--- src/rtl/gpr_write_arb.sv ---
// ---------------------------------------------------------------------------
// gpr_write_arb
//
// Round-robin write-port arbiter for the 8 x 8-bit general-purpose register
// file. Two writeback sources compete for the single write port. Each grant
// produces exactly one single-cycle register-file write followed by a
// one-cycle acknowledge to the winner. The sequence is
// IDLE -> WRITE -> ACK -> IDLE, and every output is registered.
//
// Ports:
//   clk          system clock, rising edge
//   rst          synchronous active-high reset
//   req0/1       write request, held with addr/data until the matching ack
//   addr0/1      destination register of each requester
//   data0/1      write data of each requester
//   ack0/1       one-cycle pulse when that requester's write has committed
//   gpr_data_in  register file write data
//   gpr_rd_sel   register file destination select
//   gpr_load     register file write enable, one cycle per write
//   busy         high while in WRITE or ACK
//   grant_id     requester that owns the current or most recent grant
//
// Optional feature:
//   GPR_ARB_R0_ZERO_EN  when defined, a granted write to register 0 runs the
//                       full handshake and is acknowledged, but gpr_load is
//                       held low so r0 stays hardwired to its value.
// ---------------------------------------------------------------------------
module gpr_write_arb #(
    parameter int DATA_W = 8,
    parameter int ADDR_W = 3
) (
    input  logic              clk,
    input  logic              rst,
    input  logic              req0,
    input  logic [ADDR_W-1:0] addr0,
    input  logic [DATA_W-1:0] data0,
    output logic              ack0,
    input  logic              req1,
    input  logic [ADDR_W-1:0] addr1,
    input  logic [DATA_W-1:0] data1,
    output logic              ack1,
    output logic [DATA_W-1:0] gpr_data_in,
    output logic [ADDR_W-1:0] gpr_rd_sel,
    output logic              gpr_load,
    output logic              busy,
    output logic              grant_id
);

    typedef enum logic [1:0] {
        IDLE  = 2'd0,
        WRITE = 2'd1,
        ACK   = 2'd2
    } state_t;

    state_t            state;
    state_t            state_next;
    logic              ptr;
    logic              ptr_next;
    logic              winner;
    logic [ADDR_W-1:0] win_addr;
    logic [DATA_W-1:0] win_data;
    logic              zero_dest;
    logic              ack0_next;
    logic              ack1_next;
    logic              load_next;
    logic              busy_next;
    logic              grant_next;
    logic [DATA_W-1:0] data_next;
    logic [ADDR_W-1:0] sel_next;

    // The pointer only matters under contention. A lone request wins outright,
    // so req1 alone selects 1 and req0 alone selects 0.
    always_comb begin
        winner   = (req0 && req1) ? ptr : req1;
        win_addr = winner ? addr1 : addr0;
        win_data = winner ? data1 : data0;
    end

`ifdef GPR_ARB_R0_ZERO_EN
    assign zero_dest = (win_addr == '0);
`else
    assign zero_dest = 1'b0;
`endif

    // State and registered outputs. The outputs are computed one cycle early
    // by the output logic so that they line up with the state they belong to.
    always_ff @(posedge clk) begin
        if (rst) begin
            state       <= IDLE;
            ptr         <= 1'b0;
            ack0        <= 1'b0;
            ack1        <= 1'b0;
            gpr_load    <= 1'b0;
            busy        <= 1'b0;
            grant_id    <= 1'b0;
            gpr_data_in <= '0;
            gpr_rd_sel  <= '0;
        end else begin
            state       <= state_next;
            ptr         <= ptr_next;
            ack0        <= ack0_next;
            ack1        <= ack1_next;
            gpr_load    <= load_next;
            busy        <= busy_next;
            grant_id    <= grant_next;
            gpr_data_in <= data_next;
            gpr_rd_sel  <= sel_next;
        end
    end

    // Next-state logic. WRITE and ACK are fixed single-cycle states.
    always_comb begin
        state_next = state;
        unique case (state)
            IDLE:    if (req0 || req1) state_next = WRITE;
            WRITE:   state_next = ACK;
            ACK:     state_next = IDLE;
            default: state_next = IDLE;
        endcase
    end

    // Output logic, producing the values for the state being entered.
    // Address and data are captured only at the granting edge and otherwise
    // hold, so the register file sees stable values outside WRITE. The
    // pointer hands priority to the other requester once the ack is issued.
    always_comb begin
        ack0_next  = 1'b0;
        ack1_next  = 1'b0;
        load_next  = 1'b0;
        busy_next  = 1'b0;
        grant_next = grant_id;
        data_next  = gpr_data_in;
        sel_next   = gpr_rd_sel;
        ptr_next   = ptr;
        unique case (state)
            IDLE: begin
                if (req0 || req1) begin
                    grant_next = winner;
                    sel_next   = win_addr;
                    data_next  = win_data;
                    busy_next  = 1'b1;
                    load_next  = !zero_dest;
                end
            end
            WRITE: begin
                busy_next = 1'b1;
                ack0_next = !grant_id;
                ack1_next = grant_id;
            end
            ACK: begin
                ptr_next = !grant_id;
            end
            default: begin
                ptr_next = ptr;
            end
        endcase
    end

endmodule

--- config.mk ---
export PLATFORM = sky130hd
export DESIGN_NAME = gpr_write_arb
export DESIGN_NICKNAME = d
export VERILOG_FILES = /design/src/rtl/gpr_write_arb.sv
export SDC_FILE = /design/constraint.sdc
export NUM_CORES = 1
export LEC_CHECK = 0
export BUFFER_PORTS_ARGS = -buffer_cell sky130_fd_sc_hd__buf_2
export CORE_MARGIN = 2
export CORE_UTILIZATION = 40
export DETAILED_ROUTE_END_ITERATION = 16
export PLACE_DENSITY_LB_ADDON = 0.25
export SETUP_SLACK_MARGIN = 0.5
export SYNTH_ARGS = -nofsm -noshare
export SYNTH_HDL_FRONTEND = slang
export SYNTH_SLANG_ARGS = --single-unit
--- constraint.sdc ---
create_clock -name clk -period 1.02 [get_ports clk]
set_input_delay 0.102 -clock clk [delete_from_list [all_inputs] [get_ports clk]]
set_output_delay 0.102 -clock clk [all_outputs]
set_load 0.05 [all_outputs]
[Yosys cells after proc, flatten, opt, wreduce, memory -nomap -nowiden]
Cells that the tools add are included.
Widths: inputs -> output; s select.
Word-level totals
  register bits: 19
  input bits: 26
  output and inout port bits: 16
  logic and storage cells: 28
Operators by class
  eq/ne operators: 3
  multiplexer cells: 7
  bitwise logic cells: 2
  reductions and logical operators: 7
Operator list (count)
  $mux 8: 1
  $pmux 2 s2: 1
  $reduce_or 2->1: 2
  $mux 3: 1
  $eq 2x1->1 const B: 1
  $eq 2x2->1 const B: 1
  $logic_not 2->1: 1
  $mux 1: 2
  $mux 2: 1
  $ne 2x2->1 const B: 1
  $not 1->1: 2
  $pmux 1 s2: 1
  $reduce_and 2->1: 1
  $logic_and 1x1->1: 1
  $logic_not 1->1: 1
  $logic_or 1x1->1: 1

[Logic depth before layout (Yosys ltp)]
  depth after elaboration: 3
  mapped depth: 4
  mapped depth without buffers: 3

[Worst setup path before layout]
Ideal clock, no wire load.
  kind: register to register
  from: register, netlist name grant_id
  to: register grant_id
  library setup time: 70 ps
  arrival: 1031 ps
  data required time: 950 ps
  slack: -81 ps
  cell stages (with the launch flop): 3
  buffers on the path: 0
  period minus slack after synthesis: 1101 ps
  path through: dfxtp_1 a21bo_2 a21oi_1
RTL lines
  end signal: assignment: line 105  | grant_id <= grant_next;
  end: declaration: line 46  | output logic grant_id

[Final worst setup path]
  from: register state[0]
  to: register gpr_data_in[2]
On the way
  word-level cells in the longest chain between the ends: 2
Ends and longest elaborated chain
  start: declaration: line 55  | state_t state;
  start signal: assignment: line 99  | state <= state_next;
  $logic_not 2->1: line 135  | unique case (state)
  $reduce_and 2->1 (no line)
  end signal: assignment: line 106  | gpr_data_in <= data_next;
  end: declaration: line 42  | output logic [DATA_W-1:0] gpr_data_in,
No other way between the ends.
A chain may end at the register's enable or synchronous reset.

==> flow_metrics.py <==
metrics = {
    "global_route": {
        "grt_overflow": 0,
        "grt_usage_pct": 21.36,
        "grt_pass1_vias": 917,
        "grt_pass1_wl_mm": 4.257,
        "grt_antenna_before_repair": 0,
        "grt_max_degree": 12,
    },
    "worst_setup_path": {
        "slowest_delay_ns": 0.34,
        "cp-start-kind": "flop",
        "arrival_ns": 1.34,
        "worst_setup_path_end_kind": "flop",
        "cp_slowest_cell": "dfxtp_2",
        "worst-path-max-fanout": 6,
        "required_ns": 1.24,
        "r2r_end": "gpr_data_in[2]",
        "r2r_cells": 4,
        "r2r-start": "state[0]",
        "crit_type": "reg2reg",
        "r2r_setup_slack_ns": -0.1,
        "path_cells": "o21ba_4 > buf_6 > a21oi_1 > a311oi_2",
    },
    "place": {
        "place.gp.congestion": 0.7945,
        "place_area_sq_um": 1236,
        "portBuffers": 41,
        "place_ws_ns": -0.1986,
        "dp.cells": 162,
        "dpl.hpwl_mm": 1.715,
    },
    "power_and_ir_drop": {
        "cellLeakagePower_nw": 0.6547,
        "power_frac_seq_pct": 39.6,
        "clkPwrFrac_pct": 18.0,
        "p_int_mw": 1.409,
        "combPwrFrac_pct": 42.4,
        "switchingPower_mw": 0.8080,
        "p_sw_share_pct": 36.45,
        "p_total_mw": 2.217,
        "powerDensity_nw_per_um2": 1365,
        "vdd_drop_max_uv": 993.9,
    },
    "clock_tree": {
        "path_clk_slew_ns": 0.11,
        "htree_levels": 1,
        "clock_latency_ns": 0.31,
        "cts-root-buf": "clkbuf_4",
        "clock-sinks": 19,
        "cts_tree": "done",
        "cts_buffers": 3,
        "clockBufferDepth": 2,
    },
    "cells_and_area": {
        "final_nets": 175,
        "antenna_cells": 0,
        "drive_gt1_share_pct": 79.05,
        "final_cells": 176,
        "final_cell_area_sq_um": 1624,
        "syn_to_final_growth_pct": 83.59,
    },
    "synthesis": {
        "synth_area_sq_um": 884.6,
        "yosysWarnings": 0,
        "synth_seq_cells": 19,
        "synth-seq-area-share_pct": 43.00,
        "synth_nets": 116,
        "synthCells": 90,
        "synthDistinctLibCells": 24,
        "postSynthAreaPerCell_sq_um": 9.829,
    },
    "timing": {
        "hold_viol_final": 0,
        "finalClockSkew_ns": 0.001709,
        "fin_hold_ws_ns": 0.01837,
        "grt_setup_unrepaired": "yes",
        "slew_headroom_pct": 75.70,
        "max_freq_mhz": 896.0,
        "drv_slew": 0,
        "period_needed_ns": 1.116,
        "finalSetupViolations": 12,
        "layout_setup_ws_ns": -0.09611,
        "fin_crit_sh_pct": 109.4,
        "worstMarginPinSlew_ns": 0.3641,
    },
    "routing": {
        "drt-pass1-iter-count": 4,
        "vias": 960,
        "drtAntennaViolNets": 0,
        "drtIter0Drc": 15,
        "route.detailed.drc": 0,
        "wl_per_cell_um": 15.60,
        "wirelength_mm": 2.745,
        "vias_per_cell": 5.455,
    },
    "min_path": {
        "hold-path-cell-count": 2,
        "min_from": "rst",
        "hold_class": "in2reg",
        "hold_end": "grant_id",
    },
    "floorplan": {
        "fp-row-count": 17,
        "ios": 42,
        "fp.dieW_um": 51.03,
        "dieArea_sq_um": 2604,
        "core_region_area_sq_um": 2148,
        "fp.dieH_um": 51.03,
        "initial_core_util_pct": 41.18,
    },
    "run_status": {
        "violations": "negative setup slack",
        "outcome": "finished, violations left",
    },
    "run": {
        "maxCapViolations": 0,
    },
}
==> power by group through the flow <==
stage | combinational [mW] | clock [mW] | sequential [mW]
5_1_grt | 0.989 | 0.446 | 0.887
4_1_cts | 0.865 | 0.405 | 0.881
2_1_floorplan | 0.265 | 0 | 1.09
6_report | 0.940 | 0.399 | 0.878
3_5_place_dp | 0.667 | 0 | 0.870
3_3_place_gp | 0.659 | 0 | 0.865
==> final cells by class <==
type                            count  area [sq um]
Clock buffer                        3         22.52
Clock inverter                      1         5.005
Fill cell                         147         524.3
Inverter                            2         7.507
Multi-Input combinational cell     63         556.8
Sequential cell                    19         446.7
Tap cell                           28         35.03
Timing Repair Buffer               60         550.5
==> how the worst max path moves through the flow <==
stage             start        endpoint  cells past startpoint
2_1_floorplan  state[0]  gpr_data_in[7]                      4
3_3_place_gp        ptr  gpr_data_in[3]                      3
3_5_place_dp        ptr   gpr_rd_sel[1]                      3
4_1_cts        state[0]   gpr_rd_sel[1]                      3
5_1_grt        state[0]   gpr_rd_sel[2]                      4
6_report       state[0]  gpr_data_in[2]                      4
==> cell usage after synthesis <==
| cell | instances | area [sq um] |
|---|---|---|
| inv_2 | 1 | 3.750 |
| o21ai_0 | 11 | 55.05 |
| clkbuf_1 | 1 | 3.750 |
| buf_2 | 4 | 20.02 |
| and2_1 | 3 | 18.77 |
| and2_4 | 1 | 8.760 |
| buf_6 | 2 | 22.52 |
| and3_1 | 1 | 6.260 |
| a311oi_2 | 10 | 150.1 |
| and2b_1 | 1 | 7.510 |
| nor2b_1 | 2 | 12.51 |
| clkbuf_2 | 1 | 5.000 |
| a211oi_1 | 1 | 7.510 |
| o21ba_4 | 1 | 16.27 |
| inv_1 | 1 | 3.750 |
| a21oi_1 | 12 | 60.06 |
| nor2_1 | 2 | 7.510 |
| nand3_1 | 11 | 55.05 |
| a21bo_2 | 1 | 10.01 |
| nand2b_1 | 1 | 6.260 |
| nand4_1 | 1 | 6.260 |
| dfxtp_1 | 19 | 380.4 |
| a311oi_1 | 1 | 8.760 |
| o31a_1 | 1 | 8.760 |
==> cell families after synthesis <==
| logic type | share of synthesized area [%] |
|---|---|
| AOI/OAI and AO/OA | 35.79 |
| and+or+nand+nor | 14.57 |
| DFF | 43.00 |
| buffers and inverters | 6.646 |
==> critical path, delay by kind of cell (launching register included) <==
kind | cells | cell delay (ns)
buf+inv | 1 | 0.12
compound gates | 3 | 0.57
flops | 1 | 0.34
==> layout by cell type (no fill, tap or decap), drive strengths merged <==
cell,netlist,routed
o31a,1,1
clkinv,0,1
inv,2,2
o21ba,1,1
and2b,1,2
a211oi,1,1
and2,4,5
a21bo,1,1
nand4,1,1
nor2,2,2
a311oi,11,11
clkbuf,2,3
dfxtp,19,19
nand2b,1,1
and3,1,1
a21oi,12,12
o21ai,11,11
buf,6,60
nor2b,2,2
nand3,11,11
==> metal layers <==
| layer | GRT usage, % | wire length, um | up-vias |
|---|---|---|---|
| met4 | 6.757 | 52 | 0 |
| met5 | 0 | 0 | - |
| met3 | 2.047 | 119 | 5 |
| li1 | - | - | 459 |
| met2 | 37.23 | 1413 | 34 |
| met1 | 27.61 | 1161 | 462 |
==> flip-flops by register name (all words and copies together), names as in the netlist <==
name and cells:
ack0 1, ack1 1, busy 1, gpr_data_in 8, gpr_load 1, gpr_rd_sel 3
grant_id 1, ptr 1, state 2
==> timing repair <==
item                                   CTS  global route
setup buffers                            4             4
hold buffers                             0             0
pin swaps                                9            13
endpoints found under the hold margin    0             0
gates resized for setup                 68            20
setup endpoints to repair               35            35
gates cloned                             2             0
==> per-stage QoR <==
stage,setup TNS [ns],utilization (%)
6_report,-0.7487,75.60
5_1_grt,-1.469,75.60
4_1_cts,-0.7389,71.40
3_5_place_dp,-1.855,57.54
3_3_place_gp,-1.271,57.54
2_1_floorplan,-0.2909,-
(Power assumes the default switching activity.)
